--- src/rtl/board_dump_uart_if.sv ---
`default_nettype none
// ============================================================================
// Module      : board_dump_uart_if
// Description : Debug read port between the board dumper and the game board.
// Revision    : 1.0 - initial release
// ============================================================================

interface board_dump_uart_if;
    logic       e_debug;
    logic       read_board;
    logic [2:0] d_r_row;
    logic [2:0] d_r_col;
    logic [1:0] d_piece_data;

    modport master (
        output e_debug,
        output read_board,
        output d_r_row,
        output d_r_col,
        input  d_piece_data
    );

    modport slave (
        input  e_debug,
        input  read_board,
        input  d_r_row,
        input  d_r_col,
        output d_piece_data
    );
endinterface

`default_nettype wire

--- src/rtl/board_dump_uart.sv ---
`default_nettype none
// ============================================================================
// Module      : board_dump_uart
// Description : Walks every board cell through the debug read port and sends
//               the board as ASCII lines (top row first) over an 8N1 UART.
// Revision    : 1.0 - initial release
// ============================================================================

module board_dump_uart #(
    parameter int ROWS         = 8,
    parameter int COLS         = 8,
    parameter int CLKS_PER_BIT = 217,
    parameter int READ_WAIT    = 1
) (
    input  wire               clk_25MHz,
    input  wire               rst_n,
    input  wire               dump_req,
    board_dump_uart_if.master board,
    output logic              uart_tx,
    output logic              busy,
    output logic              done
);

    localparam int c_CNT_W  = (CLKS_PER_BIT > 1) ? $clog2(CLKS_PER_BIT) : 1;
    localparam int c_WAIT_W = (READ_WAIT > 0) ? $clog2(READ_WAIT + 1) : 1;

    localparam logic [c_CNT_W-1:0]  c_CLK_LAST  = c_CNT_W'(CLKS_PER_BIT - 1);
    localparam logic [c_WAIT_W-1:0] c_WAIT_LAST = c_WAIT_W'(READ_WAIT);
    localparam logic [2:0]          c_ROW_TOP   = 3'(ROWS - 1);
    localparam logic [2:0]          c_COL_LAST  = 3'(COLS - 1);
    localparam logic [2:0]          c_BIT_LAST  = 3'd7;
    localparam logic [7:0]          c_CR        = 8'h0D;
    localparam logic [7:0]          c_LF        = 8'h0A;

    typedef enum logic [2:0] {
        S_IDLE  = 3'd0,
        S_FETCH = 3'd1,
        S_START = 3'd2,
        S_DATA  = 3'd3,
        S_STOP  = 3'd4
    } state_t;

    // What the byte currently on the wire is, so STOP knows what comes next.
    typedef enum logic [1:0] {
        K_CELL = 2'd0,
        K_CR   = 2'd1,
        K_LF   = 2'd2
    } kind_t;

    state_t              r_state,    w_state_nxt;
    kind_t               r_kind,     w_kind_nxt;
    logic [c_CNT_W-1:0]  r_clk_cnt,  w_clk_cnt_nxt;
    logic [c_WAIT_W-1:0] r_wait_cnt, w_wait_cnt_nxt;
    logic [2:0]          r_bit_idx,  w_bit_idx_nxt;
    logic [2:0]          r_row,      w_row_nxt;
    logic [2:0]          r_col,      w_col_nxt;
    logic [7:0]          r_tx_byte,  w_tx_byte_nxt;
    logic                r_done,     w_done_nxt;
    logic                w_bit_end;
    logic                w_fetch_end;
    logic                w_tx;

    function automatic logic [7:0] f_glyph(input logic [1:0] piece);
        logic [7:0] ch;
        case (piece)
            2'b00:   ch = 8'h2E;
            2'b01:   ch = 8'h31;
            2'b10:   ch = 8'h32;
            default: ch = 8'h3F;
        endcase
        return ch;
    endfunction

    assign w_bit_end   = (r_clk_cnt == c_CLK_LAST);
    assign w_fetch_end = (r_wait_cnt == c_WAIT_LAST);

    always_ff @(posedge clk_25MHz or negedge rst_n) begin
        if (!rst_n) begin
            r_state    <= S_IDLE;
            r_kind     <= K_CELL;
            r_clk_cnt  <= '0;
            r_wait_cnt <= '0;
            r_bit_idx  <= '0;
            r_row      <= '0;
            r_col      <= '0;
            r_tx_byte  <= 8'hFF;
            r_done     <= 1'b0;
        end else begin
            r_state    <= w_state_nxt;
            r_kind     <= w_kind_nxt;
            r_clk_cnt  <= w_clk_cnt_nxt;
            r_wait_cnt <= w_wait_cnt_nxt;
            r_bit_idx  <= w_bit_idx_nxt;
            r_row      <= w_row_nxt;
            r_col      <= w_col_nxt;
            r_tx_byte  <= w_tx_byte_nxt;
            r_done     <= w_done_nxt;
        end
    end

    always_comb begin
        w_state_nxt    = r_state;
        w_kind_nxt     = r_kind;
        w_clk_cnt_nxt  = r_clk_cnt;
        w_wait_cnt_nxt = r_wait_cnt;
        w_bit_idx_nxt  = r_bit_idx;
        w_row_nxt      = r_row;
        w_col_nxt      = r_col;
        w_tx_byte_nxt  = r_tx_byte;
        w_done_nxt     = 1'b0;

        case (r_state)
            S_IDLE: begin
                if (dump_req) begin
                    w_state_nxt    = S_FETCH;
                    w_kind_nxt     = K_CELL;
                    w_row_nxt      = c_ROW_TOP;
                    w_col_nxt      = 3'd0;
                    w_wait_cnt_nxt = '0;
                end
            end

            S_FETCH: begin
                // The board read is registered, so the address is held for
                // READ_WAIT extra cycles before the piece is captured.
                if (w_fetch_end) begin
                    w_tx_byte_nxt  = f_glyph(board.d_piece_data);
                    w_wait_cnt_nxt = '0;
                    w_clk_cnt_nxt  = '0;
                    w_state_nxt    = S_START;
                end else begin
                    w_wait_cnt_nxt = r_wait_cnt + 1'b1;
                end
            end

            S_START: begin
                if (w_bit_end) begin
                    w_clk_cnt_nxt = '0;
                    w_bit_idx_nxt = 3'd0;
                    w_state_nxt   = S_DATA;
                end else begin
                    w_clk_cnt_nxt = r_clk_cnt + 1'b1;
                end
            end

            S_DATA: begin
                if (w_bit_end) begin
                    w_clk_cnt_nxt = '0;
                    if (r_bit_idx == c_BIT_LAST) begin
                        w_state_nxt = S_STOP;
                    end else begin
                        w_bit_idx_nxt = r_bit_idx + 3'd1;
                    end
                end else begin
                    w_clk_cnt_nxt = r_clk_cnt + 1'b1;
                end
            end

            S_STOP: begin
                if (w_bit_end) begin
                    w_clk_cnt_nxt = '0;
                    case (r_kind)
                        K_CELL: begin
                            if (r_col == c_COL_LAST) begin
                                w_tx_byte_nxt = c_CR;
                                w_kind_nxt    = K_CR;
                                w_state_nxt   = S_START;
                            end else begin
                                w_col_nxt      = r_col + 3'd1;
                                w_wait_cnt_nxt = '0;
                                w_state_nxt    = S_FETCH;
                            end
                        end
                        K_CR: begin
                            w_tx_byte_nxt = c_LF;
                            w_kind_nxt    = K_LF;
                            w_state_nxt   = S_START;
                        end
                        default: begin
                            if (r_row == 3'd0) begin
                                w_done_nxt  = 1'b1;
                                w_kind_nxt  = K_CELL;
                                w_state_nxt = S_IDLE;
                            end else begin
                                w_row_nxt      = r_row - 3'd1;
                                w_col_nxt      = 3'd0;
                                w_kind_nxt     = K_CELL;
                                w_wait_cnt_nxt = '0;
                                w_state_nxt    = S_FETCH;
                            end
                        end
                    endcase
                end else begin
                    w_clk_cnt_nxt = r_clk_cnt + 1'b1;
                end
            end

            default: begin
                w_state_nxt = S_IDLE;
            end
        endcase
    end

    // Line level is decoded straight from registered state so that an
    // asynchronous reset returns the pin to idle-high at once.
    always_comb begin
        w_tx = 1'b1;
        case (r_state)
            S_START: w_tx = 1'b0;
            S_DATA:  w_tx = r_tx_byte[r_bit_idx];
            default: w_tx = 1'b1;
        endcase
    end

    assign uart_tx          = w_tx;
    assign busy             = (r_state != S_IDLE);
    assign done             = r_done;
    assign board.e_debug    = (r_state == S_FETCH);
    assign board.read_board = (r_state == S_FETCH);
    assign board.d_r_row    = r_row;
    assign board.d_r_col    = r_col;

endmodule

`default_nettype wire

--- src/flat_wrapper.sv ---
// flat-port wrapper written by rule: the top's interface ports become plain ports
module board_dump_uart_flat 
#(
    parameter int ROWS         = 8,
    parameter int COLS         = 8,
    parameter int CLKS_PER_BIT = 217,
    parameter int READ_WAIT    = 1
)
  (clk_25MHz, rst_n, dump_req, uart_tx, busy, done, board_e_debug, board_read_board, board_d_r_row, board_d_r_col, board_d_piece_data);
  board_dump_uart_if board_i ();
  input  wire clk_25MHz;
  input  wire rst_n;
  input  wire dump_req;
  output logic uart_tx;
  output logic busy;
  output logic done;
  output wire logic [$bits(board_i.e_debug)-1:0] board_e_debug;
  output wire logic [$bits(board_i.read_board)-1:0] board_read_board;
  output wire logic [$bits(board_i.d_r_row)-1:0] board_d_r_row;
  output wire logic [$bits(board_i.d_r_col)-1:0] board_d_r_col;
  input wire logic [$bits(board_i.d_piece_data)-1:0] board_d_piece_data;
  assign board_e_debug = board_i.e_debug;
  assign board_read_board = board_i.read_board;
  assign board_d_r_row = board_i.d_r_row;
  assign board_d_r_col = board_i.d_r_col;
  assign board_i.d_piece_data = board_d_piece_data;
  board_dump_uart #(.ROWS(ROWS), .COLS(COLS), .CLKS_PER_BIT(CLKS_PER_BIT), .READ_WAIT(READ_WAIT)) u_core (.clk_25MHz(clk_25MHz), .rst_n(rst_n), .dump_req(dump_req), .board(board_i), .uart_tx(uart_tx), .busy(busy), .done(done));
endmodule
--- config.mk ---
export PLATFORM = sky130hd
export DESIGN_NAME = board_dump_uart_flat
export DESIGN_NICKNAME = d
export VERILOG_FILES = /design/src/rtl/board_dump_uart_if.sv /design/src/rtl/board_dump_uart.sv /design/src/flat_wrapper.sv
export SDC_FILE = /design/constraint.sdc
export NUM_CORES = 1
export LEC_CHECK = 0
export BUFFER_PORTS_ARGS = -buffer_cell sky130_fd_sc_hd__clkbuf_2
export CORE_UTILIZATION = 53
export DETAILED_ROUTE_END_ITERATION = 8
export PLACE_DENSITY = 0.75
export REMOVE_ABC_BUFFERS = 1
export SETUP_SLACK_MARGIN = 0.2
export SYNTH_ARGS = -nofsm -noshare
export SYNTH_HDL_FRONTEND = slang
export SYNTH_SLANG_ARGS = --single-unit
--- constraint.sdc ---
create_clock -name clk_25MHz -period 1.9 [get_ports clk_25MHz]
set_input_delay 0.38 -clock clk_25MHz [delete_from_list [all_inputs] [get_ports clk_25MHz]]
set_output_delay 0.38 -clock clk_25MHz [all_outputs]
set_load 0.1 [all_outputs]
Yosys cells after proc, flatten, opt, wreduce, memory -nomap -nowiden
Index checks and enable logic that the tools add are counted.
Word-level totals
  memories kept: 0
  logic and storage cells: 112
  bits in latches: 0
  register bits: 32
  ROM bits: 0
  bits in writable memories: 0
  bits of input ports: 5
  output and inout port bits: 11
Cells by class
  $lt $le $gt $ge: 1
  div/mod/pow operators: 0
  $mul: 0
  shifts and indexed selects: 0
  mux-type cells: 53
  eq/ne operators: 24
  bitwise gates (word level): 0
  reductions and logical operators: 20
  add/subtract/negate cells: 5
Operator list (count)
  two-way mux 3 bit: 17
  case mux 8 bit (2 select lines): 3
  two-way mux 8 bit: 5
  case mux 3 bit (2 select lines): 5
  AND reduction 6 bit: 3
  case mux 3 bit (5 select lines): 1
  case mux 5 bit (3 select lines): 1
  two-way mux 1 bit: 11
  != test 2 x 1 -> 1 bit, second input constant: 5
  != test 2 bit, second input constant: 5
  AND reduction 5 bit: 2
  == test 3 bit, second input constant: 3
  != test 3 bit, second input constant: 3
  adder 8 x 1 -> 8 bit, second input constant: 1
  == test 8 bit, second input constant: 1
  two-way mux 2 bit: 4
  case mux 2 bit (2 select lines): 2
  AND reduction 4 bit: 2
  nonzero test 2 bit: 4
  adder 3 x 1 -> 3 bit, second input constant: 2
  == test 3 x 2 -> 1 bit, second input constant: 2
  zero test 3 bit: 2
  nonzero test 3 bit: 2
  == test 2 x 1 -> 1 bit, second input constant: 2
  13 further kinds: 15

Logic depth before layout (Yosys ltp)
Gate-level depths: netlist (run 1).
  depth after elaboration: 5
  mapped depth: 8
  gate-level depth less buffers: 7

Worst setup path before layout (run 1)
No wires, ideal clock.
  kind: register -> output
  start: register u_core.r_state[1]
  end: output port board_read_board
  arrival: 3672 ps
  setup slack: -2152 ps
  stages on the path, launching flop included: 5
  required time: 1520 ps
  path through: dfrtp_1 > clkbuf_2 > clkbuf_1 > nor3b_1 > buf_4
On the way
  word-level cells in the longest chain between the ends: 1
RTL lines
  from (decl): RTL line board_dump_uart.sv:50  | state_t r_state, w_state_nxt;
  from (signal assigned): RTL line board_dump_uart.sv:89  | r_state <= w_state_nxt;
  == test 3 x 1 -> 1 bit
  to (decl): RTL line flat_wrapper.sv:18  | output wire logic [$bits(board_i.read_board)-1:0] board_read_board;
No other way between the ends.

Final worst setup path (run 1)
  start: register u_core.r_bit_idx[0]
  end: output port uart_tx
On the way
  word-level cells in the longest chain between the ends: 3
RTL lines
  from (decl): RTL line board_dump_uart.sv:54  | logic [2:0] r_bit_idx, w_bit_idx_nxt;
  from (signal assigned): RTL line board_dump_uart.sv:93  | r_bit_idx <= w_bit_idx_nxt;
  binary-select mux 1 bit (select 3 bit): RTL line board_dump_uart.sv:210  | S_DATA: w_tx = r_tx_byte[r_bit_idx];
  two-way mux 1 bit (implied by the code): RTL line board_dump_uart.sv:210
  case mux 1 bit (2 select lines): RTL line board_dump_uart.sv:208  | case (r_state)
  to (decl): RTL line flat_wrapper.sv:14  | output logic uart_tx;
No other way between the ends. The select of a mux whose other input is x is not followed.

==> flow_summary.json, run 1 <==
{
  "final_core_util": 0.880,
  "fin_nets": 295,
  "antenna_cells": 0,
  "postCtsHoldBufs": 0,
  "crit_arrival_ns": 1.91,
  "grtUsageMet3": 0.0533,
  "finalMaxSlewViolations": 0,
  "core_area_um2": 3390,
  "end_kind": "primary output",
  "relSlewSlack": 0.484,
  "fin_worst_hold_slack_ns": 0.0576,
  "fillers": 143,
  "grtUsageTotal": 0.302,
  "hp-class": "input port to async pin",
  "p_leak_nw": 1.40,
  "synth-edff-count": 0,
  "failed_checks": "setup timing",
  "numCtsBuffers": 5,
  "fin_ws_ns": -0.387,
  "first_pass_iters": 4,
  "syn_avg_cell_area_um2": 9.34,
  "port_buffers": 15,
  "clock_latency_ns": 0.38,
  "overflow": 0,
  "ff2ff_path_depth": 8,
  "clock_sinks": 31,
  "clockBufferDepth": 2,
  "grt-busiest-layer": "met2",
  "rows": 21,
  "synth_top_cell_by_area": "dfrtp_1",
  "synth_top_area_frac": 0.314,
  "setup_violations": 13,
  "finalCritPeriodShare": 1.20,
  "met2_usage": 0.530,
  "drtAntennaViolNets": 0,
  "start_kind": "register",
  "cts_tree": "built",
  "use_met1": 0.355,
  "globalplace.congestion": 0.921,
  "dp_hpwl_um": 3250,
  "outcome": "finished with violations",
  "path_class": "register to primary output",
  "required_ns": 1.52,
  "die_h_um": 62.1,
  "drive_gt1_frac": 0.540,
  "async_flop_share": 1.00,
  "drc": 0,
  "powerDensity_nw_per_um2": 838,
  "fmax_mhz": 437,
  "grt_max_degree": 32,
  "totalWireLength_um": 7210,
  "finalHoldViolCount": 0,
  "start_util": 0.565,
  "place_ws_ns": -0.0670,
  "synth_flop_cell": "dfrtp_1",
  "syn_inst": 205,
  "rrSetupSlack_ns": -0.09,
  "grt_pass1_wl_um": 9050,
  "viasPerCell": 6.20,
  "finClkSkew_ns": 0.0236,
  "regToRegStartpoint": "u_core.board.d_r_col[0]",
  "worstMarginPinSlew_ns": 0.774,
  "synth_cell_type_count": 47,
  "dieArea_um2": 3860,
  "drv_cap": 0,
  "grt_pass1_vias": 1891,
  "vias": 2009,
  "io-pin-count": 16,
  "area_growth_pct": 55.7,
  "r2r_end": "u_core.board.d_r_col[0]",
  "syn_area_um2": 1920,
  "synth_warnings": 0,
  "grt_antenna_before_repair": 0,
  "rsz0062_at_grt": "yes",
  "peakVddDrop_uv": 680,
  "yosysSeqAreaShare": 0.410,
  "clk_pin_slew_ns": 0.12,
  "cts-htree-levels": 2,
  "drt_iter0_markers": 135,
  "synth-seq-cells": 31,
  "dieWidth_um": 62.1,
  "period_needed_ns": 2.29,
  "wl_per_cell_um": 22.3,
  "cp_max_fo": 2,
  "cts_root_buffer": "clkbuf_4",
  "synthTopCellsByArea": "dfrtp_1 31%, dfstp_2 9.6%, ha_1 8.5%, o21ai_0 6.3%, mux2_2 4.1%"
}
==> synthesized netlist by cell type (2+ instances only) <==
cell type and n:
ha_1 13, nand2_1 21, nor3_1 4, nand3_1 3, and3_1 5, a22o_1 7
o22ai_1 4, o31ai_1 3, mux2i_1 3, o22a_1 2, clkbuf_1 5, inv_1 13
dfstp_2 7, o21ai_0 24, and2_1 2, o211ai_1 2, nor2_1 14, nand4b_1 2
or3_1 3, a21oi_1 6, o21bai_1 2, buf_2 3, mux2_2 7, dfrtp_1 24
nand2b_1 4
==> worst max-delay path, cell delays in order, from the launching register on <==
cell	delay, ns
dfrtp_1	0.41
mux4_2	0.50
mux2_2	0.27
a21o_1	0.18
buf_12	0.17
==> cells by family (layout without fill, tap and decap cells) <==
family | Yosys count | count (layout) | share of synthesized area
compound gates | 57 | 57 | 0.189
mux | 11 | 11 | 0.0686
simple gates | 67 | 67 | 0.187
fa+ha+maj | 13 | 13 | 0.0849
xor+xnor | 2 | 2 | 0.00915
flops | 31 | 31 | 0.410
buf+inv | 24 | 97 | 0.0516
==> power by group <==
group	internal [mW]	leakage, nW	switching (mW)
registers	0.819	0.370	0.132
clock network	0.311	0.0482	0.271
logic	0.460	0.985	0.507
==> what timing repair did <==
item / CTS / global route
endpoints found under the setup margin: 26 / 33
resized for setup: 49 / 64
gates cloned: 1 / 0
setup buffers: 20 / 18
pin swaps: 15 / 31
==> placed cells by master (no fill, tap or decap), types with 3 or more instances in the layout <==
cell	instances
a21oi_1	4
mux2_4	5
and3_1	3
ha_1	7
dfrtp_1	22
buf_4	46
o21ai_1	8
o22ai_2	3
nand2_1	21
mux2i_1	3
a22o_1	7
or3_4	3
inv_1	9
buf_12	4
o21ai_2	7
ha_4	5
buf_6	17
nor2_4	4
nand2b_1	3
inv_2	4
nor2_2	3
clkbuf_2	5
nor2_1	9
clkbuf_4	8
o21ai_0	8
dfstp_2	7
==> registers in the layout (all words and copies together) (netlist names) <==
name and count:
u_core.r_tx_byte 7, u_core.r_wait_cnt 1, u_core.board.d_r_col 3, u_core.board.d_r_row 3, u_core.r_kind 2, u_core.r_state 3, u_core.r_bit_idx 3, u_core.r_clk_cnt 8
u_core.done 1
==> metal layers <==
layer / vias up / share of wire / routed length (um)
li1: 875 / - / -
met5: - / 0 / 0
met2: 116 / 0.52 / 3750
met1: 985 / 0.38 / 2710
met4: 0 / 0.049 / 353
met3: 33 / 0.055 / 399
==> worst max path at each step <==
stage	from	end	slack (ns)	depth (start not counted)
2_1_floorplan	u_core.r_state[0]	u_core.r_tx_byte[3]	-3.98	3
3_3_place_gp	u_core.r_bit_idx[0]	uart_tx	0.05	4
3_5_place_dp	u_core.r_clk_cnt[1]	u_core.r_tx_byte[1]	-0.07	7
4_1_cts	u_core.r_bit_idx[0]	uart_tx	-0.33	4
5_1_grt	u_core.r_bit_idx[0]	uart_tx	-0.47	4
6_report	u_core.r_bit_idx[0]	uart_tx	-0.39	4
==> area by class of cell <==
class                      count  area [um2]  share of cell area
sequential                    31         787               0.264
multi-input combinational    150        1310               0.440
tap                           46        57.6              0.0193
clock inverter                 2        35.0              0.0117
inverter                      13        48.8              0.0164
timing repair buffer          76         689               0.231
clock buffer                   6        51.3              0.0172
==> metrics by stage <==
stage	area [um2]	instances	power, mW	setup TNS [ns]
finish	2980	324	2.50	-0.944
global route	2980	324	2.61	-1.32
CTS	2630	306	2.20	-0.415
detailed placement	2210	277	1.55	-0.213
global placement	2210	277	1.50	0
floorplan	1870	194	1.30	-26.52
No activity file was read; power rests on OpenSTA's default activity.
==> run 2, diff against run 1 <==
Settings changed: ABC_AREA set to 1.
==> run 2 against run 1 <==
  * The flow still finishes with violations (setup timing)
  * Critical path depth increased by 3
  * Utilization decreased by 21 points
  * Worst setup slack improved by 0.29 ns
  * Clock skew decreased by 0.0092 ns
  * Die area decreased by 1.7%
  * Clock-buffer cell count unchanged
  * Wire length decreased by 46%
  * Sequential power increased by 13%
  * Clock power decreased by 6.7%
  * Final area decreased by 24%
  * Maximum frequency increased by 14%
  * Critical endpoint unchanged
  * Largest cell class unchanged
==> flow_summary.json, run 2 <==
{
  "outcome": "finished with violations",
  "failed_checks": "setup timing",
  "synth-edff-count": 0,
  "path_class": "register to primary output",
  "wl_per_cell_um": 12.1,
  "drc": 0,
  "viasPerCell": 5.17,
  "clk_pin_slew_ns": 0.11,
  "area_growth_pct": 20.1,
  "r2r_end": "u_core.board.d_r_col[2]",
  "io-pin-count": 16,
  "grt_max_degree": 32,
  "synth_top_family_by_area": "simple AND/OR/NAND/NOR gates",
  "grtUsageTotal": 0.230,
  "comb_power_share": 0.622,
  "regMostFlops": "u_core.r_clk_cnt",
  "power_mw": 4.25,
  "dieArea_um2": 3800,
  "vias": 1664,
  "place_inst": 309,
  "largest_register_ffs": 8,
  "fmax_mhz": 500,
  "drv_cap": 0,
  "rrSetupSlack_ns": 0.26,
  "clockBufferDepth": 2,
  "grt_pass1_wl_um": 6220,
  "globalplace.congestion": 0.916,
  "setup_violations": 1,
  "core_area_um2": 3360,
  "cts_root_buffer": "clkbuf_4",
  "grt_antenna_before_repair": 0,
  "netSwitchingFraction": 0.519,
  "synth_top_area_frac": 0.319,
  "synthTopCellsByArea": "dfrtp_1 32%, nand2_1 15%, dfstp_2 9.8%, ha_1 8.6%, o21ai_0 6.9%",
  "synth_flop_cell": "dfrtp_1",
  "final_cell_mix": "67 x nand2_1, 33 x inv_1, 24 x o21ai_0, 22 x dfrtp_1, 19 x nor2_1",
  "synth_warnings": 0,
  "finalCritPeriodShare": 1.05,
  "first_pass_iters": 4,
  "rows": 21,
  "synth_cell_type_count": 29,
  "p_sw_mw": 2.21,
  "regToRegStartpoint": "u_core.r_state[2]",
  "internal-power_mw": 2.04,
  "synth_mux_area_frac": 0,
  "stdcell_area_um2": 2260,
  "drtAntennaViolNets": 0,
  "period_needed_ns": 2.00,
  "p_leak_nw": 1.19,
  "clkPwrFrac": 0.128,
  "cp_max_fo": 4,
  "finalHoldViolCount": 0,
  "peakVddDrop_uv": 1320,
  "sequentialPowerShare": 0.251,
  "worstMarginPinSlew_ns": 0.541,
  "placed_cell_area_um2": 2060,
  "die_h_um": 61.6,
  "yosysSeqAreaShare": 0.417,
  "numCtsBuffers": 5,
  "port_buffers": 15,
  "fillers": 309,
  "reg.largest.list": "u_core.r_clk_cnt (8), u_core.r_tx_byte (7)",
  "start_kind": "register",
  "syn_avg_cell_area_um2": 7.62,
  "drive_gt1_frac": 0.232,
  "syn_area_um2": 1880,
  "synth_xor_area_frac": 0.00930,
  "start_util": 0.560,
  "overflow": 0,
  "finalMaxSlewViolations": 0,
  "rsz0062_at_grt": "yes",
  "clock_latency_ns": 0.33,
  "end_kind": "primary output",
  "synth.most_common_cell": "nand2_1",
  "fin_nets": 293,
  "fin_ws_ns": -0.101,
  "synth-seq-cells": 31,
  "crit_arrival_ns": 1.62,
  "cts-htree-levels": 2,
  "relSlewSlack": 0.641,
  "fin_cells": 322,
  "grt_pass1_vias": 1469,
  "cts_tree": "built",
  "totalWireLength_um": 3900,
  "dp_hpwl_um": 2710,
  "final_common_cell": "nand2_1",
  "ff2ff_path_depth": 9,
  "drt_iter0_markers": 81,
  "yosys.area_share.simple": 0.300,
  "synthAdderAreaFrac": 0.0864,
  "synth_compound_area_frac": 0.108,
  "yosys-top-cells-count": "73 x nand2_1, 33 x inv_1, 26 x o21ai_0",
  "required_ns": 1.52,
  "powerDensity_nw_per_um2": 1880,
  "finClkSkew_ns": 0.0144,
  "hp-class": "input port to async pin",
  "syn_inst": 247,
  "clock_sinks": 31,
  "antenna_cells": 0,
  "dieWidth_um": 61.6,
  "synth_top_cell_by_area": "dfrtp_1",
  "async_flop_share": 1.00
}
run 2: cell types whose count changed in the layout (fill, tap and decap cells not counted), sizes merged, moves of 4 or more:
cell    before  now
a22o         7    0
buf         67   12
mux2         7    0
nand2b       4    0
and3         5    0
o21ai       24   29
nand2       21   77
o22ai        4    0
nor2        16   26
nand3        3   16
inv         13   35
run 2: worst max-delay path by stage:
stage | start | to
floorplan | u_core.r_state[2] | uart_tx
global placement | u_core.r_state[2] | uart_tx
detailed placement | u_core.r_state[2] | uart_tx
CTS | u_core.r_tx_byte[0] | uart_tx
global route | u_core.r_tx_byte[0] | uart_tx
finish | u_core.r_state[2] | uart_tx
run 2: logic make-up (layout without fill, tap and decap cells):
| logic type | Yosys count | in the layout |
|---|---|---|
| AOI/OAI and AO/OA | 38 | 38 |
| and+or+nand+nor | 126 | 126 |
| adders and majority gates | 13 | 13 |
| buffers and inverters | 37 | 66 |
| DFF | 31 | 31 |
| xor gates and xnor gates | 2 | 2 |
run 2: cell type report:
type	count	area, um2	share of cell area
Clock inverter	2	35.0	0.0155
Inverter	35	131	0.0581
Sequential cell	31	787	0.348
Clock buffer	6	51.3	0.0227
Multi-Input combinational cell	179	993	0.439
Timing Repair Buffer	23	206	0.0913
Tap cell	46	57.6	0.0254
run 2: what timing repair did:
item / in CTS / in global routing
hold buffers: 0 / 0
resized for setup: 11 / 14
setup endpoints to repair: 4 / 14
pin swaps: 2 / 3
buffers inserted: 2 / 3
run 2: routing by layer:
metal / up-vias / routed length (um) / global-route usage
met3: 11 / 159 / 0.0630
li1: 839 / - / -
met1: 772 / 1770 / 0.292
met4: 0 / 78 / 0.0794
met5: - / 0 / 0
met2: 42 / 1890 / 0.378
run 2: power groups by stage:
stage	registers [mW]	clock network (mW)	logic, mW
after floorplan	1.33	0	1.43
after global placement	1.06	0	2.29
after detailed placement	1.07	0	2.31
after CTS	1.06	0.551	2.43
after global routing	1.10	0.582	2.87
final	1.07	0.542	2.64
run 2: worst max-delay path, stage by stage (launching register included):
cell	delay [ns]
dfrtp_1	0.41
inv_2	0.08
nand2_2	0.12
inv_1	0.05
nand2_1	0.15
a21boi_1	0.18
buf_4	0.13
buf_12	0.16
run 2: per-stage QoR:
stage               utilization  hold slack (ns)  worst slack (ns)  TNS [ns]
floorplan                     -           0.0844             -1.46    -23.45
global placement          0.614            0.419             0.185         0
detailed placement        0.614            0.422             0.142         0
CTS                       0.651           0.0518            -0.102    -0.102
global route              0.673           0.0731            -0.232    -0.232
finish                    0.673           0.0392            -0.101    -0.101
==> run 3, diff against run 2 <==
Settings changed: CORE_UTILIZATION 53 to 55, PLACE_DENSITY 0.75 to 0.74.
Clock period 1.9 ns to 2.3 ns, I/O delays scaled along.
==> run 3 against run 2 <==
  * Clock skew decreased by 0.0016 ns
  * Critical path type unchanged
  * Final area decreased by 8.2%
  * Sequential share of layout area increased by 3.0 points
  * Critical path depth unchanged
  * Wire length decreased by 7.9%
  * Highest routed layer unchanged
  * Largest cell class unchanged
  * Worst setup slack improved by 0.35 ns
  * Global-route usage increased by 1.7 points
  * Sequential power decreased by 19%
  * The flow now finishes without violations
  * Clock power decreased by 38%
==> flow_summary.json, run 3 (synthesis results as in run 2) <==
{
  "outcome": "finished, final reports clean",
  "peakVddDrop_uv": 828,
  "powerDensity_nw_per_um2": 1450,
  "start_kind": "register",
  "globalplace.congestion": 0.880,
  "rsz0062_at_grt": "yes",
  "cp_max_fo": 2,
  "port_buffers": 15,
  "required_ns": 1.84,
  "wl_per_cell_um": 11.5,
  "start_util": 0.597,
  "cts_tree": "built",
  "totalWireLength_um": 3590,
  "grt_pass1_vias": 1475,
  "worstMarginPinSlew_ns": 0.757,
  "cts_root_buffer": "clkbuf_4",
  "finalCritPeriodShare": 0.893,
  "fillers": 302,
  "drt_iter0_markers": 89,
  "largest_register_ffs": 8,
  "core_area_um2": 3150,
  "grt_max_degree": 32,
  "drtAntennaViolNets": 0,
  "layout.area.seq_um2": 785,
  "crit_arrival_ns": 1.59,
  "r2r_end": "u_core.board.d_r_col[0]",
  "drive_gt1_frac": 0.172,
  "grt_antenna_before_repair": 0,
  "reg.largest.list": "u_core.r_clk_cnt (8), u_core.r_tx_byte (7)",
  "dieWidth_um": 60.5,
  "finalMaxSlewViolations": 0,
  "path_class": "register to primary output",
  "path_cells": "nor2_1, nor2_1, o21ai_1, o21ai_1, nand2_1, a21boi_2, buf_12",
  "dieArea_um2": 3660,
  "regToRegStartpoint": "u_core.board.d_r_col[0]",
  "slowest_stage": "dfstp_2",
  "grt_pass1_wl_um": 6560,
  "dp_hpwl_um": 2730,
  "period_needed_ns": 2.05,
  "postCtsHoldBufs": 0,
  "setup_violations": 0,
  "crit_end": "uart_tx",
  "hp-class": "input port to async pin",
  "drc": 0,
  "power_mw": 3.02,
  "regMostFlops": "u_core.r_clk_cnt",
  "clk_pin_slew_ns": 0.10,
  "clock_sinks": 31,
  "numCtsBuffers": 5,
  "cp-startpoint": "u_core.r_tx_byte[0]",
  "rows": 20,
  "critPathTopFamily": "flip-flops",
  "final_common_cell": "nand2_1",
  "antenna_cells": 0,
  "rrSetupSlack_ns": 0.63,
  "drv_cap": 0,
  "p_leak_nw": 1.11,
  "fmax_mhz": 487,
  "multi_input_area_um2": 955,
  "area_growth_pct": 10.2,
  "ff2ff_path_depth": 9,
  "overflow": 0,
  "cts-htree-levels": 2,
  "final_cell_mix": "72 x nand2_1, 33 x inv_1, 24 x o21ai_0, 24 x dfrtp_1, 21 x nor2_1",
  "io-pin-count": 16,
  "cp.depth": 7,
  "finalSetupTns_ns": 0,
  "finalHoldViolCount": 0,
  "finClkSkew_ns": 0.0128,
  "viasPerCell": 5.00,
  "critical_path_buf_inv_count": 1,
  "end_kind": "primary output",
  "clockBufferDepth": 2,
  "fin_nets": 285,
  "first_pass_iters": 5,
  "vias": 1561,
  "die_h_um": 60.5,
  "clock_latency_ns": 0.33,
  "grtUsageTotal": 0.247,
  "relSlewSlack": 0.496,
  "max_stage_delay_ns": 0.54
}
[run 3: power breakdown]
part           switching (mW)  internal [mW]
logic                    1.37          0.442
clock network           0.188          0.148
registers               0.128          0.741
total                    1.69           1.33
[run 3: worst min path at each step]
stage | from | end | slack (ns) | cells past startpoint
6_report | rst_n | u_core.r_state[0] | 0.18 | 1
5_1_grt | rst_n | u_core.r_state[1] | 0.23 | 1
4_1_cts | rst_n | u_core.r_state[0] | 0.20 | 1
3_5_place_dp | u_core.r_tx_byte[6] | u_core.r_tx_byte[6] | 0.45 | 2
3_3_place_gp | u_core.r_tx_byte[6] | u_core.r_tx_byte[6] | 0.45 | 2
2_1_floorplan | rst_n | u_core.board.d_r_col[0] | 0.16 | 0
[run 3: cell type report]
class / count / share of cell area
sequential: 31 / 0.378
timing repair buffer: 15 / 0.0434
multi-input combinational: 179 / 0.460
clock buffer: 7 / 0.0265
tap: 44 / 0.0265
clock inverter: 1 / 0.00241
inverter: 35 / 0.0633
[run 3: metal layers]
| layer | GRT usage | routed length, um |
|---|---|---|
| met1 | 0.335 | 1700 |
| met2 | 0.378 | 1630 |
| met3 | 0.0704 | 205 |
| met4 | 0.0909 | 53 |
| met5 | 0 | 0 |
[run 3: metrics by stage]
| stage | setup slack [ns] | utilization | cell area (um2) | hold slack, ns | std cells |
|---|---|---|---|---|---|
| after floorplan | -1.14 | - | 1860 | 0.164 | 245 |
| after global placement | 0.438 | 0.637 | 2010 | 0.446 | 304 |
| after detailed placement | 0.383 | 0.637 | 2010 | 0.449 | 304 |
| after CTS | 0.197 | 0.658 | 2070 | 0.197 | 312 |
| after global routing | 0.119 | 0.658 | 2080 | 0.234 | 312 |
| final | 0.245 | 0.658 | 2080 | 0.179 | 312 |
[run 3: what timing repair did]
item                                    in CTS  in global routing
buffers inserted                             0                  0
pin swaps                                    2                  1
cloned                                       0                  0
endpoints found under the setup margin       1                  3
resized for setup                            4                  3
